`src/rtl/mips_decode_stage.sv`:
```
// mips_decode_stage: registered MIPS-I decode stage between fetch and execute.
// Each accepted instruction is classified to a numeric op id on the way in and
// written into a DEPTH-entry buffer. The register fields and the extended
// immediate are derived from the entry at the buffer head.
//
// Handshake (both sides): a transfer happens on a rising edge when valid and
// ready are both high in the cycle before it. in_ready depends only on
// registered state. out_valid stays high, and the head entry stays unchanged,
// until the consumer takes it. A flush in the same cycle blocks the input
// transfer.
module mips_decode_stage #(
    parameter int DEPTH = 2,
    parameter int IMM_W = 32,
    parameter int PC_W  = 32,
    parameter int CNT_W = 16
) (
    input  logic             clk,
    input  logic             rst_n,
    input  logic             flush,
    input  logic             in_valid,
    output logic             in_ready,
    input  logic [31:0]      in_instr,
    input  logic [PC_W-1:0]  in_pc,
    output logic             out_valid,
    input  logic             out_ready,
    output logic [5:0]       out_op,
    output logic [4:0]       out_rs,
    output logic [4:0]       out_rt,
    output logic [4:0]       out_rd,
    output logic [4:0]       out_shamt,
    output logic [IMM_W-1:0] out_imm,
    output logic [25:0]      out_target,
    output logic [PC_W-1:0]  out_pc,
    output logic             out_illegal,
    output logic [CNT_W-1:0] cnt_decoded,
    output logic [CNT_W-1:0] cnt_illegal
);
    localparam int PTR_W  = (DEPTH > 1) ? $clog2(DEPTH) : 1;
    localparam int CNT_BW = $clog2(DEPTH + 1);

    localparam logic [5:0] OP_ILL  = 6'd0;
    localparam logic [5:0] OP_ANDI = 6'd40;
    localparam logic [5:0] OP_ORI  = 6'd41;
    localparam logic [5:0] OP_XORI = 6'd42;
    localparam logic [5:0] OP_LUI  = 6'd43;

    logic [5:0]        w_opc;
    logic [5:0]        w_funct;
    logic [4:0]        w_rt_in;
    logic [5:0]        w_dec_op;
    logic              w_accept;
    logic              w_pop;
    logic              w_nonempty;
    logic [PTR_W-1:0]  r_wr_ptr;
    logic [PTR_W-1:0]  r_rd_ptr;
    logic [CNT_BW-1:0] r_count;
    logic [CNT_BW-1:0] w_count_nxt;
    logic              r_in_ready;

    // Buffer entries keep the op id, the low 26 instruction bits and the pc.
    logic [5:0]        r_mem_op  [DEPTH];
    logic [25:0]       r_mem_fld [DEPTH];
    logic [PC_W-1:0]   r_mem_pc  [DEPTH];

    // Copy of the most recent head entry, shown while the buffer is empty.
    logic [5:0]        r_hold_op;
    logic [25:0]       r_hold_fld;
    logic [PC_W-1:0]   r_hold_pc;

    logic [5:0]        w_cur_op;
    logic [25:0]       w_cur_fld;
    logic [PC_W-1:0]   w_cur_pc;
    logic signed [15:0] w_imm16_s;
    logic signed [31:0] w_lui_s;
    logic [IMM_W-1:0]  w_imm;
    logic [CNT_W-1:0]  r_cnt_dec;
    logic [CNT_W-1:0]  r_cnt_ill;

    function automatic logic [PTR_W-1:0] ptr_inc(input logic [PTR_W-1:0] p);
        if (p == PTR_W'(DEPTH - 1)) return '0;
        return p + PTR_W'(1);
    endfunction

    assign w_opc      = in_instr[31:26];
    assign w_funct    = in_instr[5:0];
    assign w_rt_in    = in_instr[20:16];
    assign w_nonempty = (r_count != '0);
    assign w_accept   = in_valid & r_in_ready & ~flush;
    assign w_pop      = w_nonempty & out_ready;

    // Classify the incoming word to its op id; unknown encodings become ILL.
    always_comb begin
        w_dec_op = OP_ILL;
        if (in_instr == 32'h0) begin
            w_dec_op = 6'd1;                                 // NOP
        end else begin
            case (w_opc)
                6'h00: begin
                    case (w_funct)
                        6'h00: w_dec_op = 6'd2;              // SLL
                        6'h02: w_dec_op = 6'd3;              // SRL
                        6'h03: w_dec_op = 6'd4;              // SRA
                        6'h04: w_dec_op = 6'd5;              // SLLV
                        6'h06: w_dec_op = 6'd6;              // SRLV
                        6'h07: w_dec_op = 6'd7;              // SRAV
                        6'h08: w_dec_op = 6'd8;              // JR
                        6'h09: w_dec_op = 6'd9;              // JALR
                        6'h10: w_dec_op = 6'd10;             // MFHI
                        6'h12: w_dec_op = 6'd11;             // MFLO
                        6'h18: w_dec_op = 6'd12;             // MULT
                        6'h19: w_dec_op = 6'd13;             // MULTU
                        6'h1A: w_dec_op = 6'd14;             // DIV
                        6'h1B: w_dec_op = 6'd15;             // DIVU
                        6'h20: w_dec_op = 6'd16;             // ADD
                        6'h21: w_dec_op = 6'd17;             // ADDU
                        6'h22: w_dec_op = 6'd18;             // SUB
                        6'h23: w_dec_op = 6'd19;             // SUBU
                        6'h24: w_dec_op = 6'd20;             // AND
                        6'h25: w_dec_op = 6'd21;             // OR
                        6'h26: w_dec_op = 6'd22;             // XOR
                        6'h27: w_dec_op = 6'd23;             // NOR
                        6'h2A: w_dec_op = 6'd24;             // SLT
                        6'h2B: w_dec_op = 6'd25;             // SLTU
                        default: w_dec_op = OP_ILL;
                    endcase
                end
                6'h01: begin
                    if (w_rt_in == 5'd1)      w_dec_op = 6'd26;   // BGEZ
                    else if (w_rt_in == 5'd0) w_dec_op = 6'd27;   // BLTZ
                end
                6'h02: w_dec_op = 6'd28;                                  // J
                6'h03: w_dec_op = 6'd29;                                  // JAL
                6'h04: w_dec_op = (w_rt_in == 5'd0) ? 6'd31 : 6'd30;     // BEQZ/BEQ
                6'h05: w_dec_op = (w_rt_in == 5'd0) ? 6'd33 : 6'd32;     // BNEZ/BNE
                6'h06: w_dec_op = 6'd34;                                  // BLEZ
                6'h07: w_dec_op = 6'd35;                                  // BGTZ
                6'h08: w_dec_op = 6'd36;                                  // ADDI
                6'h09: w_dec_op = 6'd37;                                  // ADDIU
                6'h0A: w_dec_op = 6'd38;                                  // SLTI
                6'h0B: w_dec_op = 6'd39;                                  // SLTIU
                6'h0C: w_dec_op = OP_ANDI;
                6'h0D: w_dec_op = OP_ORI;
                6'h0E: w_dec_op = OP_XORI;
                6'h0F: w_dec_op = OP_LUI;
                6'h20: w_dec_op = 6'd44;                                  // LB
                6'h23: w_dec_op = 6'd45;                                  // LW
                6'h24: w_dec_op = 6'd46;                                  // LBU
                6'h28: w_dec_op = 6'd47;                                  // SB
                6'h2B: w_dec_op = 6'd48;                                  // SW
                default: w_dec_op = OP_ILL;
            endcase
        end
    end

    // Occupancy after this edge: accept and pop together leave it unchanged.
    always_comb begin
        w_count_nxt = r_count;
        if (w_accept && !w_pop)      w_count_nxt = r_count + CNT_BW'(1);
        else if (!w_accept && w_pop) w_count_nxt = r_count - CNT_BW'(1);
    end

    // Pointer, occupancy and ready registers; flush empties the buffer.
    always_ff @(posedge clk or negedge rst_n) begin
        if (!rst_n) begin
            r_wr_ptr   <= '0;
            r_rd_ptr   <= '0;
            r_count    <= '0;
            r_in_ready <= 1'b1;
        end else if (flush) begin
            r_wr_ptr   <= '0;
            r_rd_ptr   <= '0;
            r_count    <= '0;
            r_in_ready <= 1'b1;
        end else begin
            if (w_accept) r_wr_ptr <= ptr_inc(r_wr_ptr);
            if (w_pop)    r_rd_ptr <= ptr_inc(r_rd_ptr);
            r_count    <= w_count_nxt;
            r_in_ready <= (w_count_nxt < CNT_BW'(DEPTH));
        end
    end

    // Write the decoded instruction into the tail entry.
    always_ff @(posedge clk) begin
        if (w_accept) begin
            r_mem_op[r_wr_ptr]  <= w_dec_op;
            r_mem_fld[r_wr_ptr] <= in_instr[25:0];
            r_mem_pc[r_wr_ptr]  <= in_pc;
        end
    end

    // Track the head entry so the outputs keep their last value once empty.
    always_ff @(posedge clk or negedge rst_n) begin
        if (!rst_n) begin
            r_hold_op  <= '0;
            r_hold_fld <= '0;
            r_hold_pc  <= '0;
        end else if (w_nonempty) begin
            r_hold_op  <= r_mem_op[r_rd_ptr];
            r_hold_fld <= r_mem_fld[r_rd_ptr];
            r_hold_pc  <= r_mem_pc[r_rd_ptr];
        end
    end

    // Saturating counters of accepted and of accepted illegal instructions.
    always_ff @(posedge clk or negedge rst_n) begin
        if (!rst_n) begin
            r_cnt_dec <= '0;
            r_cnt_ill <= '0;
        end else if (w_accept) begin
            if (r_cnt_dec != '1) r_cnt_dec <= r_cnt_dec + CNT_W'(1);
            if ((w_dec_op == OP_ILL) && (r_cnt_ill != '1)) r_cnt_ill <= r_cnt_ill + CNT_W'(1);
        end
    end

    assign w_cur_op  = w_nonempty ? r_mem_op[r_rd_ptr]  : r_hold_op;
    assign w_cur_fld = w_nonempty ? r_mem_fld[r_rd_ptr] : r_hold_fld;
    assign w_cur_pc  = w_nonempty ? r_mem_pc[r_rd_ptr]  : r_hold_pc;
    assign w_imm16_s = w_cur_fld[15:0];
    assign w_lui_s   = {w_cur_fld[15:0], 16'h0};

    // Logical immediates zero-extend, LUI places the half-word on top, the rest sign-extend.
    always_comb begin
        w_imm = IMM_W'(w_imm16_s);
        if ((w_cur_op == OP_ANDI) || (w_cur_op == OP_ORI) || (w_cur_op == OP_XORI))
            w_imm = IMM_W'(w_cur_fld[15:0]);
        else if (w_cur_op == OP_LUI)
            w_imm = IMM_W'(w_lui_s);
    end

    assign in_ready    = r_in_ready;
    assign out_valid   = w_nonempty;
    assign out_op      = w_cur_op;
    assign out_rs      = w_cur_fld[25:21];
    assign out_rt      = w_cur_fld[20:16];
    assign out_rd      = w_cur_fld[15:11];
    assign out_shamt   = w_cur_fld[10:6];
    assign out_imm     = w_imm;
    assign out_target  = w_cur_fld;
    assign out_pc      = w_cur_pc;
    assign out_illegal = w_nonempty & (w_cur_op == OP_ILL);
    assign cnt_decoded = r_cnt_dec;
    assign cnt_illegal = r_cnt_ill;

endmodule

```
`config.mk`:
```
export PLATFORM = sky130hd
export DESIGN_NAME = mips_decode_stage
export DESIGN_NICKNAME = d
export VERILOG_FILES = /design/src/rtl/mips_decode_stage.sv
export SDC_FILE = /design/constraint.sdc
export NUM_CORES = 1
export LEC_CHECK = 0
export ABC_AREA = 1
export BUFFER_PORTS_ARGS = -buffer_cell sky130_fd_sc_hd__buf_4
export CORE_AREA = 5 5 207 209
export CTS_BUF_LIST = sky130_fd_sc_hd__clkbuf_8 sky130_fd_sc_hd__clkbuf_16
export DETAILED_ROUTE_END_ITERATION = 7
export DIE_AREA = 0 0 212 214
export MAX_ROUTING_LAYER = met4
export PLACE_DENSITY = 0.39
export SLEW_MARGIN = 20
export SYNTH_ARGS = -nofsm -noshare
export SYNTH_HDL_FRONTEND = slang
export SYNTH_SLANG_ARGS = --single-unit
```
`constraint.sdc`:
```
create_clock -name clk -period 5.9 [get_ports clk]
set_input_delay 1.18 -clock clk [delete_from_list [all_inputs] [get_ports clk]]
set_output_delay 1.18 -clock clk [all_outputs]
set_load 0.01 [all_outputs]
```
==> metrics.cfg, run 1 <==
[finish]
seqCellArea_um2=6374
antenna_cells=0
nNetsFinal=1285
fillers=4255
area_delta_synth_final_pct=29.82
multi_input_area_um2=3004
layout-drive-gt1-share=0.2472
final_util=0.3219
stdcell_area_um2=13090

[power]
ir_drop_v=0.0001484
p_comb_frac=0.348
seqPwrFrac=0.354
power.leakage_nw=5.811
p_int_mw=3.966
switchingPower_mw=2.025
power.density_nw_per_um2=457.8
clockPowerShare=0.298
swShare=0.3380
power_mw=5.991

[timing]
fmax_ghz=0.2127
finalHoldViolCount=0
fin_crit_ns=4.701
tightest_slew_ns=1.016
finClkSkew_ns=0.01129
fin_crit_sh=0.7968
rsz0062_at_grt=false
setup_ws_ns=1.199
slew_violations=0
slew_headroom=0.3210
setup_viol=0
fin_setup_tns_ns=0

[clocking]
cts_made_buffers=27
root_buffer=clkbuf_16
post-cts-setup-buffers=0
clk_pin_slew_worst_paths_ns=0.06
htreeDepth=1
clkLatencyLatePin_ns=0.54
clock_path_buffers=3
hold_buffers=0
ctsResizeCount=0
cts_tree=yes
clock_sinks=229

[critical_path]
critPathMaxStageDelay_ns=0.61
path_class=register to output pin
crit_path_end_kind=output pin
crit_slowest_cell=inv_2
cp-start-kind=register
path_common_cell=nand2_1
crit_arrival_ns=3.52
critPathMaxFanout=43
cp_num_buf_inv=4
required_ns=4.72
cp_top_family=simple AND/OR/NAND/NOR gates
crit_chain=inv_1 > ha_2 > inv_2 > nand3_1 > o21ai_0 > nand2_1 > nor3_2 > nand2_2 > nand2_1 > inv_2 > nand2_2 > nand2_1 > buf_4

[run_status]
status=completed

[run]
maxCapViolations=0

[synth]
ys_seq_area_frac=0.6322
yosys.area.top_type=edfxtp_1
avgSynthCellArea_um2=9.970
syn_nets=1087
synthTopCellsByCount=nand2_1, edfxtp_1, a21oi_1
ys_warn_count=0
syn_inst=1011
synth_most_common_cell=nand2_1
ys_types=33
yosys_most_used_dff=edfxtp_1
synth_area_um2=10080
synth_top_area_share=0.3813
ys_ff_latch=229
synth_area_leaders=edfxtp_1, dfrtp_1, nand2_1
async_reset_ff_frac=0.4410
synth_edf_count=128

[global_route]
grt_usage=0.1355
antenna_found_initial=0
gr-total-overflow=0
grt_max_degree=61
grt_pass1_vias=7604
grt_pass1_wl_um=47200

[die]
fp.dieArea_um2=45370
fp.dieH_um=214
die-width_um=212
io_pins=220
rows=74
core_um2=40650
start_util=0.2480

[route]
drt_iter0_markers=319
ant_nets=0
avgViaCountPerCell=4.242
vias=7474
drc=0
wl_um=30860
drtPass1Iterations=4
avgRoutedWirePerCell_um=17.51

[placed_design]
dp_slack_ns=1.692
io_buffer_count=219
place_area_um2=12120
gp_congestion=0.8206
hpwl_um=20970

[hold_path]
hold_class=register to register

## layer usage
| metal | share of wire | global-route usage | up-vias |
|---|---|---|---|
| li1 | - | - | 3737 |
| met1 | 0.43 | 0.1726 | 3565 |
| met2 | 0.51 | 0.2316 | 138 |
| met3 | 0.046 | 0.01946 | 34 |
| met4 | 0.015 | 0.02620 | 0 |
| met5 | 0 | - | - |
## sequential cells by signal (all words and copies together), names as in the netlist, 2 cells and up
| register | cells |
|---|---|
| r_count | 2 |
| r_hold_pc | 32 |
| r_mem_op | 12 |
| cnt_decoded | 16 |
| cnt_illegal | 16 |
| r_mem_fld | 52 |
| r_mem_pc | 64 |
| r_hold_fld | 26 |
| r_hold_op | 6 |
## kinds of logic after synthesis
| kind of cell | after synthesis | synth area share |
|---|---|---|
| fa+ha+maj | 7 | 0.008689 |
| flops | 229 | 0.6322 |
| simple gates | 448 | 0.1891 |
| xor+xnor | 25 | 0.02172 |
| buf+inv | 152 | 0.07150 |
| compound gates | 150 | 0.07684 |
## through the flow
stage	hold WS [ns]	cells
4_1_cts	0.5235	1762
5_1_grt	0.5487	1762
6_report	0.5232	1762
2_1_floorplan	0.4815	1011
3_3_place_gp	0.5123	1712
3_5_place_dp	0.5088	1712
## worst paths after layout
| check | endpoint | cells past startpoint | slack (ns) | from |
|---|---|---|---|---|
| worst min-delay path | cnt_decoded[12] | 1 | 0.52 | cnt_decoded[12] |
| min in group asynchronous | r_hold_fld[16] | 2 | 0.74 | rst_n |
| worst max register to register | r_mem_op[0][0] | 5 | 3.14 | in_ready |
| worst max-delay path | out_imm[25] | 13 | 1.20 | r_count[0] |
| worst min register to register | cnt_decoded[12] | 1 | 0.52 | cnt_decoded[12] |
| max in group asynchronous | r_rd_ptr | 2 | 4.43 | rst_n |
## placed cells by master (no fill, tap or decap), types with 6 or more instances in the layout
cell / netlist / routed
nor3_1: 11 / 11
buf_4: 23 / 227
clkbuf_16: 0 / 27
nor2_2: 6 / 6
clkinv_2: 0 / 7
dfrtp_1: 100 / 99
ha_1: 7 / 6
xor2_1: 15 / 15
nand4_1: 25 / 25
edfxtp_1: 128 / 128
nand2_1: 239 / 239
nand3_1: 39 / 39
inv_1: 87 / 88
a21oi_1: 126 / 126
o21ai_0: 11 / 11
inv_2: 6 / 7
xnor2_1: 10 / 10
nor2_1: 110 / 108
## final cells by class
cell class	instances	area share
flip-flops and latches	229	0.4871
multi-input cells	630	0.2296
repair buffers	228	0.1318
clock buffers	32	0.05689
well taps	532	0.05087
inverters	93	0.02668
clock inverters	18	0.01712
## power by group through the flow
stage               clock, mW  combinational [mW]  sequential, mW
floorplan                   0                1.09            2.13
global placement            0                2.14            2.16
detailed placement          0                2.14            2.15
CTS                      1.86                2.15            2.12
global route             1.91                2.30            2.15
finish                   1.79                2.08            2.12
(Power assumes the default switching activity.)
==> run 2: changes to the inputs <==
==> constraint.sdc (replaced) <==
create_clock -name clk -period 4.7 [get_ports clk]
set_input_delay 0.94 -clock clk [delete_from_list [all_inputs] [get_ports clk]]
set_output_delay 0.94 -clock clk [all_outputs]
set_load 0.01 [all_outputs]
==> metrics.cfg, run 2 (synthesis gave the netlist of run 1 again) <==
[timing]
fin_crit_sh=0.9343
slew_headroom=0.3335  ; was 0.3210
rsz0062_at_grt=false  ; unchanged
finClkSkew_ns=0.01079  ; was 0.01129 ns
finalHoldViolCount=0  ; unchanged
fin_setup_tns_ns=0  ; unchanged
setup_viol=0  ; unchanged
tightest_slew_ns=0.9997  ; was 1.016 ns
fmax_ghz=0.2277
fin_crit_ns=4.391
slew_violations=0  ; unchanged

[die]
start_util=0.2480  ; unchanged
fp.dieArea_um2=45370  ; unchanged
fp.dieH_um=214  ; unchanged
die-width_um=212  ; unchanged
core_um2=40650  ; unchanged
rows=74  ; unchanged
io_pins=220  ; unchanged

[route]
avgRoutedWirePerCell_um=17.60  ; was 17.51 µm
drt_iter0_markers=420  ; was 319
vias=7616  ; was 7,474
drc=0  ; unchanged
wl_um=31040  ; was 30,860 µm
avgViaCountPerCell=4.317  ; was 4.242
drtPass1Iterations=6  ; was 4
ant_nets=0  ; unchanged

[clocking]
ctsResizeCount=0  ; unchanged
htreeDepth=1  ; unchanged
cts_made_buffers=27  ; unchanged
hold_buffers=0  ; unchanged
cts_tree=yes  ; unchanged
clock_path_buffers=3  ; unchanged
root_buffer=clkbuf_16  ; unchanged
clock_sinks=229  ; unchanged
post-cts-setup-buffers=0  ; unchanged
clk_pin_slew_worst_paths_ns=0.06  ; about the same
clkLatencyLatePin_ns=0.54  ; about the same

[power]
ir_drop_v=0.0002466  ; was 0.0001484 V
power.leakage_nw=5.788  ; was 5.811 nW
power.density_nw_per_um2=559.8  ; was 457.8 nW/µm²

[finish]
nNetsFinal=1287  ; was 1,285
layout-drive-gt1-share=0.2419  ; was 0.2472
reg_top3=r_mem_pc x64, r_mem_fld x52, r_hold_pc x32  ; unchanged
final_cell_mix=nand2_1, buf_4, edfxtp_1  ; unchanged
regMostFlops=r_mem_pc  ; unchanged
finalNonFillerCells=1764  ; was 1,762
area_delta_synth_final_pct=28.91  ; was 29.82%
largest_register_ffs=64  ; unchanged
layout_commonest_cell=nand2_1  ; unchanged
stdcell_area_um2=12990  ; was 13,090 µm²
antenna_cells=0  ; unchanged

[critical_path]
r2r_start=r_rd_ptr  ; was in_ready
crit_path_end_kind=output pin  ; unchanged
crit_arrival_ns=3.45  ; was 3.52 ns
required_ns=3.76  ; was 4.72 ns
worst-r2r-cell-count=4  ; was 5
r2r-end=r_hold_fld[14]  ; was r_mem_op[0][0]
crit_start=r_count[0]  ; unchanged
critPathMaxFanout=29  ; was 43
reg2reg_slack_ns=2.36  ; was 3.14 ns
cp-start-kind=register  ; unchanged
path_class=register to output pin  ; unchanged
cp-endpoint=out_imm[30]  ; was out_imm[25]

[run_status]
status=completed  ; unchanged

[global_route]
grt_usage=0.1367  ; was 0.1355
grt_pass1_vias=7778  ; was 7,604
gr-total-overflow=0  ; unchanged
grt_max_degree=65  ; was 61
antenna_found_initial=0  ; unchanged
grt_pass1_wl_um=47730  ; was 47,200 µm

[placed_design]
io_buffer_count=219  ; unchanged
hpwl_um=20530  ; was 20,970 µm
gp_congestion=0.8198  ; was 0.8206
place_area_um2=12140  ; was 12,120 µm²
dp.cells=1714  ; was 1,712

[hold_path]
hold_class=input pin to asynchronous set/reset pin  ; was register to register

[run]
maxCapViolations=0  ; unchanged

run 2: cell count changes in the layout (fill, tap and decap cells not counted):
cell,change
bufinv_16,-4
clkbuf_8,-1
clkinv_2,-3
inv_1,+7
buf_4,+1
buf_12,+1
clkinv_1,+1
run 2: area by class of cell:
class | instances | area (µm²)
Multi-Input combinational cell | 630 | 3004
Fill cell | 4251 | 27650
Timing Repair Buffer | 230 | 1752
Clock buffer | 31 | 730.7
Sequential cell | 229 | 6374
Tap cell | 532 | 665.6
Clock inverter | 19 | 118.9
Inverter | 93 | 349.1
run 2: layer usage:
layer	track usage	wire, µm	vias up
met3	0.01931	1239	32
met5	-	0	-
met4	0.02749	444	0
met2	0.2347	15890	120
met1	0.1729	13470	3731
li1	-	-	3733
run 2: worst min path at each step:
stage | start | end | slack, ns
finish | rst_n | r_hold_fld[16] | 0.45
global route | rst_n | r_hold_fld[16] | 0.51
CTS | rst_n | r_hold_fld[16] | 0.48
detailed placement | cnt_decoded[11] | cnt_decoded[11] | 0.52
global placement | cnt_illegal[15] | cnt_illegal[15] | 0.52
floorplan | r_wr_ptr | r_wr_ptr | 0.48
run 2: worst max-delay path: stages (launching register included):
cell      delay [ns]
dfrtp_1         0.34
inv_1           0.06
ha_2            0.19
inv_2           0.39
buf_4           0.36
o211ai_1        0.13
o21a_1          0.14
nor3_2          0.19
nand2_2         0.30
nand2_1         0.17
inv_2           0.05
nand2_2         0.30
nand2_1         0.10
buf_4           0.16
run 2: power breakdown:
part | leakage (nW) | switching, mW | internal, mW | total [mW]
clock network | 0.455 | 0.833 | 1.16 | 1.99
registers | 2.38 | 0.146 | 2.51 | 2.66
logic | 2.96 | 1.55 | 1.07 | 2.62
run 2: through the flow:
stage	power [mW]	util	hold slack (ns)	setup WS, ns
5_1_grt	7.740	0.3197	0.5107	0.03949
4_1_cts	7.442	0.3197	0.4843	0.2162
3_3_place_gp	5.401	0.2988	0.5187	0.8580
2_1_floorplan	4.050	-	0.4815	0.2210
3_5_place_dp	5.393	0.2988	0.5239	0.8068
6_report	7.275	0.3197	0.4520	0.3090
==> run 3: changes to the inputs <==
--- a/config.mk
+++ b/config.mk
@@ -7,10 +7,10 @@
 export LEC_CHECK = 0
 export ABC_AREA = 1
 export BUFFER_PORTS_ARGS = -buffer_cell sky130_fd_sc_hd__buf_4
-export CORE_AREA = 5 5 207 209
+export CORE_AREA = 5 5 148 292
 export CTS_BUF_LIST = sky130_fd_sc_hd__clkbuf_8 sky130_fd_sc_hd__clkbuf_16
 export DETAILED_ROUTE_END_ITERATION = 7
-export DIE_AREA = 0 0 212 214
+export DIE_AREA = 0 0 153 297
 export MAX_ROUTING_LAYER = met4
 export PLACE_DENSITY = 0.39
 export SLEW_MARGIN = 20
==> metrics.cfg, run 3 (synthesis gave the netlist of run 1 again) <==
[run_status]
status=completed  ; unchanged

[clocking]
clock_sinks=229  ; unchanged
post-cts-setup-buffers=0  ; unchanged
hold_buffers=0  ; unchanged
clk_pin_slew_worst_paths_ns=0.07  ; was 0.06 ns
clock_path_buffers=3  ; unchanged
htreeDepth=1  ; unchanged
ctsResizeCount=0  ; unchanged
cts_made_buffers=23  ; was 27
clkLatencyLatePin_ns=0.53  ; was 0.54 ns
root_buffer=clkbuf_16  ; unchanged
cts_tree=yes  ; unchanged

[placed_design]
place_area_um2=12140  ; about the same
dp_slack_ns=1.189  ; was 0.8068 ns
gp_congestion=0.7852  ; was 0.8198
io_buffer_count=219  ; unchanged
hpwl_um=19720  ; was 20,530 µm

[critical_path]
cp-start-kind=register  ; unchanged
cp_top_family=buffers and inverters  ; was simple AND/OR/NAND/NOR gates
crit_chain=inv_1 > ha_2 > inv_2 > buf_4 > nor2_1 > a21oi_1 > nand2_1 > inv_2 > nand2_2 > nand2_1 > buf_4  ; was inv_1 > ha_2 > inv_2 > buf_4 > o211ai_1 > o21a_1 > nor3_2 > nand2_2 > nand2_1 > inv_2 > nand2_2 > nand2_1 > buf_4
crit_arrival_ns=3.10  ; was 3.45 ns
crit_slowest_cell=buf_4  ; was inv_2
crit_path_end_kind=output pin  ; unchanged
cp_num_buf_inv=5  ; unchanged
path_class=register to output pin  ; unchanged
critPathMaxFanout=60  ; was 29
critPathMaxStageDelay_ns=0.68  ; was 0.39 ns
required_ns=3.76  ; about the same

[die]
core_um2=40730  ; was 40,650 µm²
start_util=0.2475  ; was 0.2480
fp.dieArea_um2=45440  ; was 45,370 µm²
fp.dieH_um=297  ; was 214 µm
rows=105  ; was 74
io_pins=220  ; unchanged
die-width_um=153  ; was 212 µm

[route]
drtPass1Iterations=5  ; was 6
vias=7659  ; was 7,616
wl_met3_um=1775  ; was 1239 µm
wl_met2_um=13820  ; was 15,890 µm
avgRoutedWirePerCell_um=17.20  ; was 17.60 µm
met1Wirelength_um=14170  ; was 13,470 µm
drt_iter0_markers=380  ; was 420
ant_nets=0  ; unchanged
maxUsedRoutingLayer=met4  ; unchanged
wl_um=30250  ; was 31,040 µm
drc=0  ; unchanged
avgViaCountPerCell=4.357  ; was 4.317

[finish]
stdcell_area_um2=12970  ; was 12,990 µm²
final_cell_mix=nand2_1, buf_4, edfxtp_1  ; unchanged
area_delta_synth_final_pct=28.65  ; was 28.91%
largest_register_ffs=64  ; unchanged
layout_commonest_cell=nand2_1  ; unchanged
layout-drive-gt1-share=0.2453  ; was 0.2419
final_util=0.3184  ; was 0.3197
reg_top3=r_mem_pc x64, r_mem_fld x52, r_hold_pc x32  ; unchanged
regMostFlops=r_mem_pc  ; unchanged
antenna_cells=0  ; unchanged
fillers=4238  ; was 4,251
nNetsFinal=1282  ; was 1,287

[timing]
fin_crit_sh=0.8587  ; was 0.9343
fin_crit_ns=4.036  ; was 4.391 ns
slew_headroom=0.3617  ; was 0.3335
rsz0062_at_grt=false  ; unchanged
finClkSkew_ns=0.01443  ; was 0.01079 ns
fin_setup_tns_ns=0  ; unchanged
tightest_slew_ns=0.9574  ; was 0.9997 ns
fmax_ghz=0.2478  ; was 0.2277 GHz
setup_viol=0  ; unchanged
slew_violations=0  ; unchanged
setup_ws_ns=0.6642  ; was 0.3090 ns
finalHoldViolCount=0  ; unchanged

[global_route]
antenna_found_initial=0  ; unchanged
grt_pass1_vias=7914  ; was 7,778
grt_usage=0.1328  ; was 0.1367
grt_max_degree=61  ; was 65
grt_pass1_wl_um=46830  ; was 47,730 µm
gr-total-overflow=0  ; unchanged

[power]
power.leakage_nw=5.728  ; was 5.788 nW
power.density_nw_per_um2=560.5  ; was 559.8 nW/µm²
power_mw=7.268  ; was 7.275 mW
ir_drop_v=0.0003470  ; was 0.0002466 V

[hold_path]
hold_class=register to register  ; was input pin to asynchronous set/reset pin

[run]
maxCapViolations=0  ; unchanged

[run 3: changes by cell type in the layout (fill, tap and decap cells not counted), sizes merged]
cell | previous run | this run
buf | 230 | 229
clkbuf | 31 | 26
clkinv | 8 | 4
inv | 103 | 97
clkinvlp | 0 | 4
bufinv | 1 | 4
[run 3: final timing paths]
check,from,end,slack [ns],cells past startpoint
setup / recovery,r_count[0],out_imm[20],0.66,11
hold / removal,cnt_decoded[8],cnt_decoded[8],0.52,1
setup reg to reg,in_ready,cnt_decoded[13],2.21,9
hold reg to reg,cnt_decoded[8],cnt_decoded[8],0.52,1
max in group asynchronous,rst_n,in_ready,3.30,2
min in group asynchronous,rst_n,r_hold_pc[7],0.56,1
[run 3: where the power goes]
| group | leakage (nW) | internal [mW] | total (mW) | switching (mW) |
|---|---|---|---|---|
| clock network | 0.399 | 1.19 | 2.01 | 0.822 |
| registers | 2.38 | 2.51 | 2.66 | 0.147 |
| logic | 2.95 | 1.07 | 2.60 | 1.53 |
[run 3: stage by stage]
step                hold slack (ns)  std cells
floorplan                    0.4815       1011
global placement             0.5090       1716
detailed placement           0.5184       1716
CTS                          0.5293       1758
global route                 0.5445       1758
finish                       0.5227       1758
[run 3: cell type report]
class | count | area, µm² | share of cell area
clock buffers | 26 | 628.1 | 0.04844
flip-flops and latches | 229 | 6374 | 0.4915
multi-input cells | 630 | 3004 | 0.2317
clock inverters | 16 | 198.9 | 0.01534
repair buffers | 229 | 1744 | 0.1345
well taps | 535 | 669.4 | 0.05162
inverters | 93 | 349.1 | 0.02692
[run 3: routing by layer]
metal / vias up / track usage
li1: 3727 / -
met1: 3660 / 0.1771
met2: 242 / 0.2112
met3: 30 / 0.02591
met4: 0 / 0.02973
met5: - / -
